<file path="config.mk">
export PLATFORM = sky130hd
export DESIGN_NAME = serial_subtractor
export DESIGN_NICKNAME = d
export VERILOG_FILES = /design/src/rtl/serial_subtractor_pkg.sv /design/src/rtl/full_subtractor.sv /design/src/rtl/serial_subtractor.sv
export SDC_FILE = /design/constraint.sdc
export NUM_CORES = 1
export LEC_CHECK = 0
export BUFFER_PORTS_ARGS = -buffer_cell sky130_fd_sc_hd__buf_2
export CAP_MARGIN = 10
export CORE_AREA = 10 10 71 79
export DETAILED_ROUTE_END_ITERATION = 8
export DIE_AREA = 0 0 81 89
export GPL_ROUTABILITY_DRIVEN = 0
export GPL_TIMING_DRIVEN = 0
export PLACE_DENSITY = 0.67
export RECOVER_POWER = 100
export SYNTH_ARGS = -nofsm -noshare
export SYNTH_HDL_FRONTEND = slang
export SYNTH_SLANG_ARGS = --single-unit
</file>
<file path="constraint.sdc">
create_clock -name clk -period 1.41 [get_ports clk]
set_input_delay 0.141 -clock clk [delete_from_list [all_inputs] [get_ports clk]]
set_output_delay 0.141 -clock clk [all_outputs]
set_load 0.005 [all_outputs]
</file>
<file path="src/rtl/serial_subtractor_pkg.sv">
// serial_subtractor shared definitions
// fsm encodings and default operand width
package serial_subtractor_pkg;

  localparam int DEF_WIDTH = 8;

  typedef enum logic [1:0] {
    ST_IDLE  = 2'd0,
    ST_SHIFT = 2'd1,
    ST_DONE  = 2'd2
  } state_t;

endpackage

</file>
<file path="src/rtl/full_subtractor.sv">
// full_subtractor: 1-bit borrow cell
// two half-subtractor stages joined by an or
module full_subtractor (
  output logic dif,
  output logic bout,
  input  logic a,
  input  logic b,
  input  logic bin
);

  logic d1;
  logic b1;
  logic b2;

  // first half stage: a - b
  assign d1 = a ^ b;
  assign b1 = ~a & b;

  // second half stage: (a - b) - bin
  assign dif = d1 ^ bin;
  assign b2  = ~d1 & bin;

  assign bout = b1 | b2;

endmodule

</file>
<file path="src/rtl/serial_subtractor.sv">
// serial_subtractor: bit-serial a - b, lsb first
// one borrow cell, registered borrow, start/done handshake
module serial_subtractor
  import serial_subtractor_pkg::*;
#(
  parameter int WIDTH = DEF_WIDTH
) (
  input  logic             clk,
  input  logic             reset_n,
  input  logic             start,
  input  logic [WIDTH-1:0] a,
  input  logic [WIDTH-1:0] b,
  output logic [WIDTH-1:0] d,
  output logic             bout,
  output logic             zero,
  output logic             busy,
  output logic             done
);

  localparam int CW = $clog2(WIDTH);
  localparam logic [CW-1:0] CNT_LAST = CW'(WIDTH - 1);

  state_t state;
  state_t state_nxt;

  logic [WIDTH-1:0] ra;
  logic [WIDTH-1:0] rb;
  logic [WIDTH-1:0] rd;
  logic [WIDTH-1:0] rd_nxt;
  logic [CW-1:0]    cnt;
  logic             borrow;
  logic             borrow_nxt;
  logic             dbit;
  logic             last;
  logic             accept;

  assign last   = (cnt == CNT_LAST);
  assign accept = (state == ST_IDLE) && start;

  full_subtractor u_fs (
    .dif  (dbit),
    .bout (borrow_nxt),
    .a    (ra[0]),
    .b    (rb[0]),
    .bin  (borrow)
  );

  assign rd_nxt = {dbit, rd[WIDTH-1:1]};

  // state register
  always_ff @(posedge clk or negedge reset_n) begin
    if (!reset_n) begin
      state <= ST_IDLE;
    end else begin
      state <= state_nxt;
    end
  end

  // next state and moore outputs; 2'd3 falls back to idle
  always_comb begin
    state_nxt = ST_IDLE;
    busy      = 1'b0;
    done      = 1'b0;
    case (state)
      ST_IDLE: begin
        state_nxt = start ? ST_SHIFT : ST_IDLE;
      end
      ST_SHIFT: begin
        busy      = 1'b1;
        state_nxt = last ? ST_DONE : ST_SHIFT;
      end
      ST_DONE: begin
        busy      = 1'b1;
        done      = 1'b1;
        state_nxt = ST_IDLE;
      end
      default: begin
        state_nxt = ST_IDLE;
      end
    endcase
  end

  // operand shifters, borrow flop and bit counter
  always_ff @(posedge clk or negedge reset_n) begin
    if (!reset_n) begin
      ra     <= '0;
      rb     <= '0;
      rd     <= '0;
      borrow <= 1'b0;
      cnt    <= '0;
    end else if (accept) begin
      ra     <= a;
      rb     <= b;
      rd     <= '0;
      borrow <= 1'b0;
      cnt    <= '0;
    end else if (state == ST_SHIFT) begin
      ra     <= ra >> 1;
      rb     <= rb >> 1;
      rd     <= rd_nxt;
      borrow <= borrow_nxt;
      if (!last) begin
        cnt <= cnt + 1'b1;
      end
    end
  end

  // result registers, loaded on the final shift edge
  always_ff @(posedge clk or negedge reset_n) begin
    if (!reset_n) begin
      d    <= '0;
      bout <= 1'b0;
      zero <= 1'b0;
    end else if ((state == ST_SHIFT) && last) begin
      d    <= rd_nxt;
      bout <= borrow_nxt;
      zero <= (rd_nxt == '0);
    end
  end

endmodule
</file>
==> summary.md <==
| Metric | Value |
|---|---|
| Status | `finished, final reports clean` |
| Post-synthesis simple-gate area fraction | `under 10%` |
| Final Hold Vio Count | `0` |
| Die Width | `between 80 and 90 um` |
| WL/cell | `roughly 14 um` |
| Flops & latches, synth | `39` |
| Initial DRT Pass Iterations | `4` |
| Area grow syn2layout | `23.6%` |
| DRC Markers | `0` |
| Worst-Margin Slew | `0.931 ns` |
| CTS root buf | `clkbuf_8` |
| Relative slew slack | `37.9%` |
| Data arrival, critical path | `between 1.5 and 2 ns` |
| Capturing point of the worst reg2reg path | `d[5]$_DFFE_PN0P_` |
| R2R Path Start | `cnt[1]$_DFFE_PN0P_` |
| Ratio of cells with drive above 1 in the final layout | `between 20% and 30%` |
| PD cells | `~2100 mW/mm^2` |
| Register area | `~980 sq um` |
| Fill cell count | `between 300 and 400` |
| Antenna violations before repair | `0` |
| N_diodes | `0` |
| Sequential share of the synthesized area | `55.5%` |
| Multi-input gate area | `around 730 sq um` |
| Worst setup margin | `~0.023 ns` |
| Clk sinks | `39` |
| Unrepaired setup endpoints after global routing | `true` |
| Mux cell area share after synthesis | `between 10% and 20%` |
| Leak Pwr | `around 1.1 nW` |
| Gr usage total | `a little over a tenth` |
| Clk_lat worst skew | `just under 0.3 ns` |
| Final slew viol count | `0` |
| DR vias | `1189` |
| Final ANT Viol Nets | `0` |
| Synth Area in XOR/XNOR | `less than 1%` |
| Std cell rows | `25` |
| Fin crit period | `between 1 and 1.5 ns` |
| Syn Nets | `173` |
| Depth of the worst register-to-register path | `5` |
| Synthesized area | `between 0.0015 and 0.002 sq mm` |
| CORE AREA | `about 0.0041 sq mm` |
| Final worst path period share | `~100%` |
| DP Wirelength | `2510 um` |
| Gr ovfl total | `0` |
| Via density | `just under 5` |
| Routed WL | `roughly 3500 um` |
| Critical path peak fanout | `5` |
| Post-synthesis adder-cell area fraction | `4.69%` |
| Crit. End Element | `register` |
| Clk pin slew, worst setup/hold paths | `0.08 ns` |
| Hold WS | `roughly 0.055 ns` |
| Clock Tree Buf Depth | `2` |
| Post-Syn Area per Cell | `roughly 12 sq um` |
| Max-cap violations | `0` |
| Layout Nets | `approximately 220` |
| Post-Synthesis Cells | `around 150` |
| IO Count | `31` |
| Distinct cell type count after synthesis | `19` |
| Crit start category | `register` |
| Max Clk Rate | `~720 MHz` |
| IO buf count | `30` |
| Hold_sp | `a[5]` |
| Crit path kind | `reg -> reg` |
| H-tree depth reported by CTS | `2` |
| Endpoint, Worst Hold | `ra[5]$_DFFE_PN0P_` |
| Placement Setup Slack | `-0.0891 ns` |
| Starting DRT DRC Count | `46` |
| Complex-gate fraction of the synthesized area | `about 5.5%` |
| Vias in the first global route | `~1300` |
| TritonCTS clock tree | `yes` |
| Setup tns final | `0 ns` |
| Starting density of the core | `between 40% and 50%` |
| First-pass GRT wire length | `a little under 6000 um` |
| Hold path cells | `3` |
| Yosys warns | `0` |
| Die ar. | `roughly 0.0072 sq mm` |
| Setup-failing EPs final | `0` |
| Main combinational cell family by area after synthesis | `multiplexers` |
| Hold WC Path Type | `in -> reg` |
| Die height | `between 80 and 90 um` |
| Maximum vdd ir drop | `between 1 and 1.5 mV` |
| Setup Skew | `between 0.007 and 0.008 ns` |
| TritonCTS buffer count | `5` |
| WP data required | `~1.6 ns` |
| Reg-to-reg setup timing slack | `0.02 ns` |
| Largest net degree at the start of global routing | `40` |
## per-layer routing
layer  global-route usage (%)  part of all wire [%]  wire, um  vias to the layer above
met4                     4.25                   1.6        57                        0
met2                     17.9                    51      1790                       18
met5                        0                     0         0                        -
met3                     4.43                   6.4       224                        7
li1                         -                     -         -                      583
met1                     11.2                    41      1440                      581
## where the power goes
part,total (mW),internal [mW],switching (mW)
logic,2.00,1.08,0.928
registers,1.94,1.61,0.326
clock network,0.722,0.347,0.375
## through the flow
stage	total power, mW	utilization (%)	cell area [sq um]	cells
final	4.66	52.7	2170	247
after global routing	5.04	52.7	2170	247
after CTS	4.56	51.6	2130	244
after detailed placement	3.74	47.9	1980	232
after global placement	3.63	47.9	1980	232
after floorplan	3.19	-	1760	148
## logic make-up (layout without fill, tap and decap cells)
| group | count (synthesis) | in the layout |
|---|---|---|
| buffers and inverters | 14 | 59 |
| flip-flops | 39 | 39 |
| AO/OA/AOI/OAI | 19 | 19 |
| multiplexers | 31 | 31 |
| AND/OR/NAND/NOR | 38 | 38 |
| XOR/XNOR | 1 | 1 |
| adder cells (fa/ha/maj) | 6 | 6 |
## worst max-delay path: stages (launching register included)
cell and delay [ns]:
dfrtp_1 0.39, ha_2 0.20, ha_4 0.16, nand2_4 0.10
buf_8 0.14, mux2_4 0.30
## worst max path at each step
stage               slack (ns)                from           endpoint
floorplan                 0.03  cnt[0]$_DFFE_PN0P_   d[3]$_DFFE_PN0P_
global placement         -0.05   rb[0]$_DFFE_PN0P_   zero$_DFFE_PN0P_
detailed placement       -0.09  state[0]$_DFF_PN0_  rb[5]$_DFFE_PN0P_
CTS                      0.005   rb[0]$_DFFE_PN0P_   zero$_DFFE_PN0P_
global route             -0.04  state[0]$_DFF_PN0_  ra[0]$_DFFE_PN0P_
finish                    0.02  cnt[1]$_DFFE_PN0P_   d[5]$_DFFE_PN0P_
## Yosys cell counts
cell type | instances | share of area [%]
ha_1 | 5 | 3.6
nand2_4 | 1 | 0.64
and2_1 | 1 | 0.36
mux2_2 | 3 | 1.9
nor2_1 | 11 | 2.3
dfrtp_1 | 39 | 55
nor4_1 | 2 | 0.71
mux2_4 | 5 | 4.3
buf_2 | 4 | 1.1
inv_1 | 5 | 1.1
fa_1 | 1 | 1.1
nand2b_1 | 4 | 1.4
a211oi_1 | 1 | 0.43
nand2_1 | 19 | 4.1
clkbuf_1 | 1 | 0.21
mux2i_1 | 23 | 13
xor2_1 | 1 | 0.50
o21ai_0 | 18 | 5.1
buf_6 | 4 | 2.6
## what timing repair did
action,CTS,global route
hold endpoints to repair,39,0
hold buffers,1,0
setup endpoints to repair,16,29
buffers inserted,2,3
gates resized for setup,4,23
gates cloned,1,0
pin swaps,1,3
## cell type report
class / instances / area share [%]
plain buffers: 9 / 4.14
flip-flops and latches: 39 / 44.9
clock inverters: 1 / 0.230
multi-input cells: 95 / 33.4
inverters: 5 / 0.863
well taps: 54 / 3.11
clock buffers: 7 / 3.51
repair buffers: 37 / 9.90
## flip-flops by register name, indices dropped and copies added (netlist names)
signal and cells:
zero 1, rd 7, ra 8, bout 1
d 8, cnt 3, rb 8, state 2
borrow 1
## layout by cell type, fill, tap and decap left out, types with 2 or more instances in the layout
master,instances
dfrtp_1,39
mux2i_1,23
buf_2,19
nand2_1,19
clkbuf_1,14
nor2_1,11
o21ai_0,10
o21ai_1,7
buf_4,6
mux2_4,5
clkbuf_8,5
nand2b_1,4
inv_2,3
mux2_2,3
inv_1,2
buf_6,2
clkbuf_4,2
ha_2,2
ha_1,2
No activity file was read; power rests on OpenSTA's default activity.
